`src/rtl/led_blink_pkg.sv`:
```
// Shared definitions for the multi-channel LED blink controller: mode codes,
// the per-channel configuration record and a width helper.
package led_blink_pkg;

  localparam logic [1:0] MODE_OFF     = 2'b00;
  localparam logic [1:0] MODE_ON      = 2'b01;
  localparam logic [1:0] MODE_BLINK   = 2'b10;
  localparam logic [1:0] MODE_PATTERN = 2'b11;

  // Record fields are sized for the widest supported build; channels use the low bits.
  localparam int unsigned DIV_W_MAX = 32;
  localparam int unsigned PAT_W_MAX = 16;

  typedef struct packed {
    logic [DIV_W_MAX-1:0] div;
    logic [1:0]           mode;
    logic [PAT_W_MAX-1:0] pat;
    logic                 inv;
  } cfg_t;

  function automatic int unsigned clog2_min1(input int unsigned n);
    return (n <= 2) ? 1 : $clog2(n);
  endfunction

endpackage

```
`src/rtl/led_blink_chan.sv`:
```
// One LED channel: configuration registers, period divider, blink/pattern
// state and the registered LED/TICK outputs.
module led_blink_chan
  import led_blink_pkg::*;
#(
  parameter int unsigned DIV_W       = 25,
  parameter int unsigned DIV_DEFAULT = 25000000,
  parameter int unsigned PAT_W       = 8
) (
  input  logic CLK,
  input  logic RST_N,
  input  logic ce,
  input  logic we,
  input  cfg_t wr_cfg,
  output logic led,
  output logic tick
);

  localparam int unsigned PTR_W     = clog2_min1(PAT_W);
  localparam int unsigned PAT_IDX_W = clog2_min1(PAT_W_MAX);
  localparam cfg_t CFG_RESET = '{
    div:  DIV_W_MAX'(DIV_DEFAULT),
    mode: MODE_BLINK,
    pat:  '0,
    inv:  1'b0
  };

  cfg_t             cfg_q, cfg_d;
  logic [DIV_W-1:0] cnt_q, cnt_d;
  logic [PTR_W-1:0] ptr_q, ptr_d, ptr_inc;
  logic             tgl_q, tgl_d;
  logic             led_q, led_d;
  logic             tick_q, tick_d;
  logic             hit;

  assign hit     = (DIV_W_MAX'(cnt_q) == cfg_q.div);
  assign ptr_inc = (ptr_q == PTR_W'(PAT_W - 1)) ? '0 : ptr_q + PTR_W'(1);

  always_ff @(posedge CLK or negedge RST_N) begin
    if (!RST_N) begin
      cfg_q  <= CFG_RESET;
      cnt_q  <= '0;
      ptr_q  <= '0;
      tgl_q  <= 1'b0;
      led_q  <= 1'b0;
      tick_q <= 1'b0;
    end else begin
      cfg_q  <= cfg_d;
      cnt_q  <= cnt_d;
      ptr_q  <= ptr_d;
      tgl_q  <= tgl_d;
      led_q  <= led_d;
      tick_q <= tick_d;
    end
  end

  // A write takes priority over a coincident tick and restarts the period.
  always_comb begin
    cfg_d  = cfg_q;
    cnt_d  = cnt_q;
    ptr_d  = ptr_q;
    tgl_d  = tgl_q;
    led_d  = led_q;
    tick_d = 1'b0;
    if (we) begin
      cfg_d = wr_cfg;
      cnt_d = '0;
      ptr_d = '0;
      tgl_d = 1'b0;
      unique case (wr_cfg.mode)
        MODE_OFF:     led_d = wr_cfg.inv;
        MODE_ON:      led_d = ~wr_cfg.inv;
        MODE_BLINK:   led_d = wr_cfg.inv;
        MODE_PATTERN: led_d = wr_cfg.pat[0] ^ wr_cfg.inv;
      endcase
    end else if (ce) begin
      if (hit) begin
        cnt_d  = '0;
        tick_d = 1'b1;
        unique case (cfg_q.mode)
          MODE_OFF:   led_d = cfg_q.inv;
          MODE_ON:    led_d = ~cfg_q.inv;
          MODE_BLINK: begin
            tgl_d = ~tgl_q;
            led_d = ~tgl_q ^ cfg_q.inv;
          end
          MODE_PATTERN: begin
            ptr_d = ptr_inc;
            led_d = cfg_q.pat[PAT_IDX_W'(ptr_inc)] ^ cfg_q.inv;
          end
        endcase
      end else begin
        cnt_d = cnt_q + DIV_W'(1);
      end
    end
  end

  assign led  = led_q;
  assign tick = tick_q;

endmodule

```
`src/rtl/led_blink_ctrl.sv`:
```
// Multi-channel LED driver: decodes the config write port into per-channel
// write enables, instantiates the channels and acknowledges accepted writes.
module led_blink_ctrl
  import led_blink_pkg::*;
#(
  parameter int unsigned CH          = 3,
  parameter int unsigned DIV_W       = 25,
  parameter int unsigned DIV_DEFAULT = 25000000,
  parameter int unsigned PAT_W       = 8
) (
  input  logic                       CLK,
  input  logic                       RST_N,
  input  logic                       CE,
  input  logic                       CFG_WE,
  input  logic [clog2_min1(CH)-1:0]  CFG_CH,
  input  logic [1:0]                 CFG_MODE,
  input  logic [DIV_W-1:0]           CFG_DIV,
  input  logic [PAT_W-1:0]           CFG_PAT,
  input  logic                       CFG_INV,
  output logic                       CFG_ACK,
  output logic [CH-1:0]              LED,
  output logic [CH-1:0]              TICK
);

  localparam int unsigned CW = clog2_min1(CH);

  cfg_t          wr_cfg;
  logic [CH-1:0] ch_we;
  logic          ack_q;

  always_comb begin
    wr_cfg = '{
      div:  DIV_W_MAX'(CFG_DIV),
      mode: CFG_MODE,
      pat:  PAT_W_MAX'(CFG_PAT),
      inv:  CFG_INV
    };
  end

  // Out-of-range channel numbers match no enable, so they are dropped unacknowledged.
  for (genvar i = 0; i < CH; i++) begin : g_chan
    assign ch_we[i] = CFG_WE && (CFG_CH == CW'(i));

    led_blink_chan #(
      .DIV_W       (DIV_W),
      .DIV_DEFAULT (DIV_DEFAULT),
      .PAT_W       (PAT_W)
    ) u_chan (
      .CLK    (CLK),
      .RST_N  (RST_N),
      .ce     (CE),
      .we     (ch_we[i]),
      .wr_cfg (wr_cfg),
      .led    (LED[i]),
      .tick   (TICK[i])
    );
  end

  always_ff @(posedge CLK or negedge RST_N) begin
    if (!RST_N) begin
      ack_q <= 1'b0;
    end else begin
      ack_q <= |ch_we;
    end
  end

  assign CFG_ACK = ack_q;

endmodule

```
`config.mk`:
```
export PLATFORM = sky130hd
export DESIGN_NAME = led_blink_ctrl
export DESIGN_NICKNAME = d
export VERILOG_FILES = /design/src/rtl/led_blink_pkg.sv /design/src/rtl/led_blink_chan.sv /design/src/rtl/led_blink_ctrl.sv
export SDC_FILE = /design/constraint.sdc
export NUM_CORES = 1
export LEC_CHECK = 0
export CORE_ASPECT_RATIO = 1.75
export CORE_UTILIZATION = 55
export CTS_BUF_LIST = sky130_fd_sc_hd__clkbuf_4
export DETAILED_ROUTE_END_ITERATION = 16
export PLACE_DENSITY = 0.74
export REMOVE_ABC_BUFFERS = 1
export SYNTH_ARGS = -nofsm -noshare
export SYNTH_HDL_FRONTEND = slang
export SYNTH_SLANG_ARGS = --single-unit
export TNS_END_PERCENT = 30
```
`constraint.sdc`:
```
create_clock -name CLK -period 5 [get_ports CLK]
set_input_delay 0.75 -clock CLK [delete_from_list [all_inputs] [get_ports CLK]]
set_output_delay 0.75 -clock CLK [all_outputs]
set_load 0.02 [all_outputs]
```
==> flow_metrics.py, run 1 <==
metrics = {
    "run_status": {
        "result_of_the_run": "finished clean",
    },
    "hold_path": {
        "hold_path_class": "input port to async pin",
    },
    "drt": {
        "detail_route.first_pass.iterations": 4,
        "route.detailed.drc": 0,
        "first_iter_violations": 379,
        "post_drt_wl_per_cell_um": 17.15,
        "vias": 7152,
        "vias_per_cell": 5.365,
        "routed_wl_um": 22870,
        "route.antenna.remaining_nets": 0,
    },
    "place": {
        "dpl.cell_count": 1243,
        "dp.final_hpwl_um": 16140,
        "routabilityCongestion": 0.8922,
        "post-place-ws_ns": 1.500,
        "placement.io_buffers": 48,
    },
    "pwr": {
        "power.share.switching_pct": 28.02,
        "power.density_cell_area_nw_per_um2": 355.6,
        "max-vdd-ir-drop_v": 0.0002584,
        "pwr-share-comb_pct": 13.4,
        "power.total_mw": 3.959,
        "internal_power_mw": 2.850,
        "power_frac_seq_pct": 51.5,
        "clkPwrFrac_pct": 35.1,
        "cellLeakagePower_nw": 5.371,
        "netSwitchingPower_mw": 1.109,
    },
    "sta": {
        "max_slew_margin_pct": 15.91,
        "timing.setup.tns_ns": 0,
        "worst_clock_skew_ns": 0.02255,
        "setup_viol": 0,
        "finalHoldViolCount": 0,
        "fin_crit_ns": 3.100,
        "period_share_pct": 62.00,
        "worst_slew_pin_slew_ns": 1.261,
        "setup_ws_ns": 1.900,
        "slew_viol_final": 0,
        "rsz_0062_raised_after_global_routing": "false",
        "clock.fmax_ghz": 0.3226,
    },
    "yosys": {
        "yosys_register_bits": 202,
        "seq_area_frac_synth_pct": 51.86,
        "syn-instance-count": 997,
        "synth.cell_area_um2": 9841,
        "netlist-cell-type-count": 53,
        "synthArstFlopShare_pct": 100.0,
        "synth_top_flop_cell": "sky130_fd_sc_hd__dfrtp_1",
        "postSynthAreaPerCell_um2": 9.870,
        "synth_warnings": 0,
        "synth-edff-count": 0,
    },
    "worst_setup_path": {
        "slowest_stage": "sky130_fd_sc_hd__or2_0",
        "cp_cell_sequence": "xor2_1 > nor4_1 > nand3_1 > nor3_2 > or2_0 > o32a_1 > mux2i_1",
        "worst_r2r_startpoint": "g_chan[0].u_chan.cnt_q[7]",
        "critical_path.endpoint_type": "flip-flop",
        "setup_cp_type": "flip-flop to flip-flop",
        "rr_endpoint": "g_chan[0].u_chan.cnt_q[14]",
        "critical_path_required_ns": 5.50,
        "critPathMaxStageDelay_ns": 0.99,
        "crit_fanout": 23,
        "worstPathArrival_ns": 3.60,
        "reg2reg_setup_slack_ns": 1.90,
        "crit_path_start_kind": "flip-flop",
        "r2r.worst_path.cells": 7,
    },
    "clocking": {
        "insertion_delay_ns": 0.63,
        "cts-buffers-inserted": 48,
        "cts_clock_pin_slew_for_the_worst_setup_and_hold_paths_ns": 0.08,
        "h_tree_level_count": 2,
        "post_cts.repair.setup_buffers": 0,
        "cts_hold_buf": 0,
        "tritoncts_clock_tree": "yes",
        "post_cts_resize_count": 0,
        "cts_root_buffer": "sky130_fd_sc_hd__clkbuf_4",
        "numClockSinks": 202,
        "clk_path_buf_depth": 3,
    },
    "layout": {
        "drive_gt1_share_pct": 15.99,
        "area_growth_syn_to_layout_pct": 13.15,
        "layout_commonest_cell": "sky130_fd_sc_hd__nand2_1",
        "final_cell_count_no_fill": 1333,
        "most_frequent_cells_in_the_layout": "sky130_fd_sc_hd__nand2_1, sky130_fd_sc_hd__dfrtp_1, sky130_fd_sc_hd__xor2_1",
        "nNetsFinal": 1113,
    },
    "floorplanning": {
        "initial_core_util_pct": 56.37,
        "core_area_um2": 17460,
        "die-height_um": 179.0,
        "die-width_um": 103.1,
        "io_pins": 49,
        "core.rowCount": 64,
        "design.die.area_um2": 18450,
    },
    "run": {
        "drv.max_cap_violation_count": 0,
    },
    "global_route": {
        "antenna_found_initial": 1,
        "grt_pass1_wl_um": 36990,
        "grt_pass1_vias": 7214,
        "grt_start_max_net_pins": 116,
        "global_route.overflow_total": 0,
        "grt_use_total_pct": 26.61,
    },
}
==> logic make-up (layout without fill, tap and decap cells) <==
kind of cell,Yosys count,after routing,synth area share [%]
XOR/XNOR,141,141,12.55
multiplexers,54,54,6.459
adder cells (fa/ha/maj),9,9,1.144
AND/OR/NAND/NOR,490,490,22.42
AO/OA/AOI/OAI,49,49,3.090
buffers and inverters,52,156,2.479
flip-flops,202,202,51.86
other,0,1,0
==> worst max-delay path by stage <==
stage | depth (start not counted) | startpoint | slack, ns | end
floorplan | 6 | CFG_CH[1] | 1.11 | g_chan[0].u_chan.cnt_q[21]
global placement | 7 | CE | 1.55 | g_chan[0].u_chan.cnt_q[14]
detailed placement | 7 | CE | 1.50 | g_chan[0].u_chan.cnt_q[14]
CTS | 7 | g_chan[0].u_chan.cnt_q[22] | 1.89 | g_chan[0].u_chan.cnt_q[14]
global route | 7 | g_chan[0].u_chan.cnt_q[7] | 1.57 | g_chan[0].u_chan.cnt_q[14]
finish | 7 | g_chan[0].u_chan.cnt_q[7] | 1.90 | g_chan[0].u_chan.cnt_q[14]
==> critical path: cells and delay by family (launching register included) <==
| family | cells | cell delay (ns) |
|---|---|---|
| and+or+nand+nor | 4 | 1.92 |
| DFF | 1 | 0.46 |
| muxes | 1 | 0.07 |
| xor gates and xnor gates | 1 | 0.20 |
| AOI/OAI and AO/OA | 1 | 0.32 |
==> per-layer routing <==
metal | routed length, um | GRT usage, % | vias up
li1 | - | - | 3440
met1 | 9032 | 31.37 | 3505
met2 | 11900 | 46.42 | 151
met3 | 1001 | 4.834 | 56
met4 | 932 | 12.09 | 0
met5 | 0 | 0 | -
==> metrics by stage <==
| step | instance area (um^2) | hold slack (ns) | utilization (%) |
|---|---|---|---|
| 2_1_floorplan | 9638 | 0.4393 | - |
| 3_3_place_gp | 10490 | 0.4543 | 60.09 |
| 3_5_place_dp | 10490 | 0.4584 | 60.09 |
| 4_1_cts | 11130 | 0.2482 | 63.77 |
| 5_1_grt | 11130 | 0.2668 | 63.78 |
| 6_report | 11130 | 0.2186 | 63.78 |
==> area by class of cell <==
type | count | area [um^2]
clock inverter | 14 | 78.83
timing repair buffer | 56 | 556.8
antenna | 1 | 2.502
clock buffer | 75 | 563.0
multi-input combinational | 743 | 4499
inverter | 11 | 41.29
fill | 1545 | 6322
tap | 231 | 289.0
sequential | 202 | 5104
==> cells in the mapped netlist, types with 11 or more instances <==
library cell | instances | area, um^2
sky130_fd_sc_hd__nand2_1 | 265 | 994.7
sky130_fd_sc_hd__and3_1 | 11 | 68.82
sky130_fd_sc_hd__nand4_1 | 16 | 100.1
sky130_fd_sc_hd__dfrtp_1 | 163 | 4079
sky130_fd_sc_hd__xor2_1 | 101 | 884.6
sky130_fd_sc_hd__mux2_2 | 36 | 405.4
sky130_fd_sc_hd__xnor2_1 | 40 | 350.3
sky130_fd_sc_hd__dfstp_2 | 39 | 1025
sky130_fd_sc_hd__clkbuf_1 | 15 | 56.30
sky130_fd_sc_hd__nand3_1 | 25 | 125.1
sky130_fd_sc_hd__nor2_1 | 100 | 375.4
sky130_fd_sc_hd__nor4_1 | 13 | 81.33
sky130_fd_sc_hd__mux2i_1 | 14 | 140.1
sky130_fd_sc_hd__inv_1 | 11 | 41.29
sky130_fd_sc_hd__o21ai_0 | 27 | 135.1
==> power by group through the flow <==
stage          Combinational, mW  Clock [mW]  Sequential, mW
6_report                   0.531        1.39            2.04
4_1_cts                    0.538        1.43            2.04
2_1_floorplan              0.348           0            2.02
3_3_place_gp               0.519           0            2.06
5_1_grt                    0.603        1.51            2.06
3_5_place_dp               0.536           0            2.07
==> state kept, by name (all words and copies together), names as in the netlist <==
name	count
CFG_ACK	1
g_chan.u_chan.led	3
g_chan.u_chan.tgl_q	3
g_chan.u_chan.tick	3
g_chan.u_chan.cnt_q	75
g_chan.u_chan.cfg_q	108
g_chan.u_chan.ptr_q	9
No activity file was read; power rests on OpenSTA's default activity.
==> inputs of run 2 (changes only) <==
- clock period: 5 -> 2.91 ns (I/O delays scaled with it)
==> run 2 against run 1 <==
Net effect:
- highest routed layer unchanged
- critical endpoint unchanged
- combinational power is 76% higher
- critical path type unchanged
- sequential cell count is the same
- count of clock-buffer cells in the layout increased by 3
- die area is the same
==> flow_metrics.py, run 2 (synthesized netlist as in run 1, its figures left out) <==
metrics = {
    "floorplanning": {
        "design.die.area_um2": 18450,
        "io_pins": 49,
        "initial_core_util_pct": 56.37,
        "core_area_um2": 17460,
        "die-width_um": 103.1,
        "core.rowCount": 64,
        "die-height_um": 179.0,
    },
    "worst_setup_path": {
        "critical_path_required_ns": 3.41,
        "cp_cell_sequence": "xor2_1 > nor4_1 > nand4_1 > nor3_2 > buf_4 > or2_0 > buf_4 > o32a_1 > mux2i_1",
        "r2r.worst_path.cells": 9,
        "crit_fanout": 23,
        "worst-path-buf-inv": 2,
        "critical_path_depth": 9,
        "critPathMaxStageDelay_ns": 0.49,
        "worst_path_dominant_cell_family": "simple AND/OR/NAND/NOR gates",
        "setup_cp_type": "flip-flop to flip-flop",
        "reg2reg_setup_slack_ns": 0.48,
        "critical_path.endpoint_type": "flip-flop",
        "cp_common_cell": "sky130_fd_sc_hd__buf_4",
        "worstPathArrival_ns": 2.93,
        "slowest_stage": "sky130_fd_sc_hd__dfrtp_1",
        "crit_path_start_kind": "flip-flop",
    },
    "pwr": {
        "power.density_cell_area_nw_per_um2": 604.0,
        "max-vdd-ir-drop_v": 0.0004723,
        "cellLeakagePower_nw": 5.446,
    },
    "hold_path": {
        "hold_path_class": "input port to async pin",
    },
    "clocking": {
        "numClockSinks": 202,
        "h_tree_level_count": 2,
        "post_cts.repair.setup_buffers": 0,
        "cts-buffers-inserted": 48,
        "cts_root_buffer": "sky130_fd_sc_hd__clkbuf_4",
        "cts_clock_pin_slew_for_the_worst_setup_and_hold_paths_ns": 0.08,
        "tritoncts_clock_tree": "yes",
        "insertion_delay_ns": 0.62,
        "clk_path_buf_depth": 3,
    },
    "place": {
        "dpl.cell_count": 1256,
        "placement.io_buffers": 48,
        "post-place-ws_ns": 0.3028,
        "routabilityCongestion": 0.9044,
        "dp.final_hpwl_um": 17170,
    },
    "sta": {
        "slew_viol_final": 0,
        "max_slew_margin_pct": 51.64,
        "setup_viol": 0,
        "worst_clock_skew_ns": 0.03212,
        "fin_crit_ns": 2.429,
        "worst_slew_pin_slew_ns": 0.7188,
        "timing.setup.tns_ns": 0,
        "rsz_0062_raised_after_global_routing": "false",
        "period_share_pct": 83.46,
        "finalHoldViolCount": 0,
        "setup_ws_ns": 0.4813,
        "clock.fmax_ghz": 0.4117,
    },
    "global_route": {
        "gr-max-usage-layer": "met2",
        "grt_use_total_pct": 28.10,
        "grt_start_max_net_pins": 86,
        "grt_pass1_vias": 7699,
        "gr-usage-met1_pct": 31.83,
        "antenna_found_initial": 1,
        "gr-usage-met3_pct": 4.678,
        "global_route_track_usage_on_met2_pct": 48.69,
        "global_route.overflow_total": 0,
        "grt_pass1_wl_um": 39000,
    },
    "layout": {
        "layout_top_registers": "g_chan.u_chan.cfg_q: 108 flops, g_chan.u_chan.cnt_q: 75 flops, g_chan.u_chan.ptr_q: 9 flops",
        "registers.top_by_ff_count": "g_chan.u_chan.cfg_q",
        "most_frequent_cells_in_the_layout": "sky130_fd_sc_hd__nand2_1, sky130_fd_sc_hd__dfrtp_1, sky130_fd_sc_hd__xor2_1",
        "drive_gt1_share_pct": 17.32,
        "final_cell_count_no_fill": 1346,
        "flip_flop_count_of_the_largest_register_all_copies_and_words_added": 108,
        "nNetsFinal": 1127,
        "layout_commonest_cell": "sky130_fd_sc_hd__nand2_1",
        "area_growth_syn_to_layout_pct": 14.20,
    },
    "drt": {
        "routed_wl_um": 23900,
        "route.antenna.remaining_nets": 0,
        "detail_route.first_pass.iterations": 5,
        "route.detailed.drc": 0,
        "post_drt_wl_per_cell_um": 17.75,
        "first_iter_violations": 366,
        "vias": 7282,
        "vias_per_cell": 5.410,
    },
    "run": {
        "drv.max_cap_violation_count": 0,
    },
    "run_status": {
        "result_of_the_run": "finished clean",
    },
}
run 2: timing repair:
| item | CTS | global route |
|---|---|---|
| hold buffers | 1 | 0 |
| endpoints found under the setup margin | 0 | 0 |
| resized for setup | 0 | 0 |
| hold endpoints to repair | 62 | 0 |
run 2: report_power, final:
group	switching, mW	total, mW	internal [mW]
sequential	0.311	3.51	3.20
clock	1.13	2.34	1.21
combinational	0.480	0.933	0.453
total	1.93	6.79	4.86
run 2: final timing paths:
check | end | start
worst max-delay path | g_chan[0].u_chan.cnt_q[14] | g_chan[0].u_chan.cnt_q[3]
worst min-delay path | g_chan[2].u_chan.cnt_q[11] | RST_N
worst max register to register | g_chan[0].u_chan.cnt_q[14] | g_chan[0].u_chan.cnt_q[3]
worst min register to register | g_chan[2].u_chan.cfg_q[43] | g_chan[2].u_chan.cfg_q[43]
max in group asynchronous | g_chan[1].u_chan.cfg_q[43] | RST_N
min in group CLK | g_chan[2].u_chan.cfg_q[29] | CFG_DIV[10]
run 2: layer usage:
metal / part of all wire [%] / routed length [um]
met2: 52 / 12400
met5: 0 / 0
met4: 6.3 / 1496
met3: 4.5 / 1073
met1: 37 / 8925
run 2: layout make-up:
| cell class | count | area, um^2 |
|---|---|---|
| clock inverters | 10 | 40.04 |
| inverters | 11 | 41.29 |
| well taps | 231 | 289.0 |
| diodes | 1 | 2.502 |
| repair buffers | 70 | 676.9 |
| multi-input cells | 743 | 4499 |
| flip-flops and latches | 202 | 5104 |
| fillers | 1494 | 6218 |
| clock buffers | 78 | 585.6 |
run 2: stage by stage:
step / power [mW] / hold slack [ns] / utilization, % / cell area (um^2)
after floorplan: 4.065 / 0.1409 / - / 9638
after global placement: 4.460 / 0.4542 / 60.72 / 10600
after detailed placement: 4.493 / 0.4560 / 60.72 / 10600
after CTS: 6.858 / 0.4259 / 64.36 / 11240
after global routing: 7.145 / 0.4567 / 64.38 / 11240
final: 6.788 / 0.4115 / 64.38 / 11240
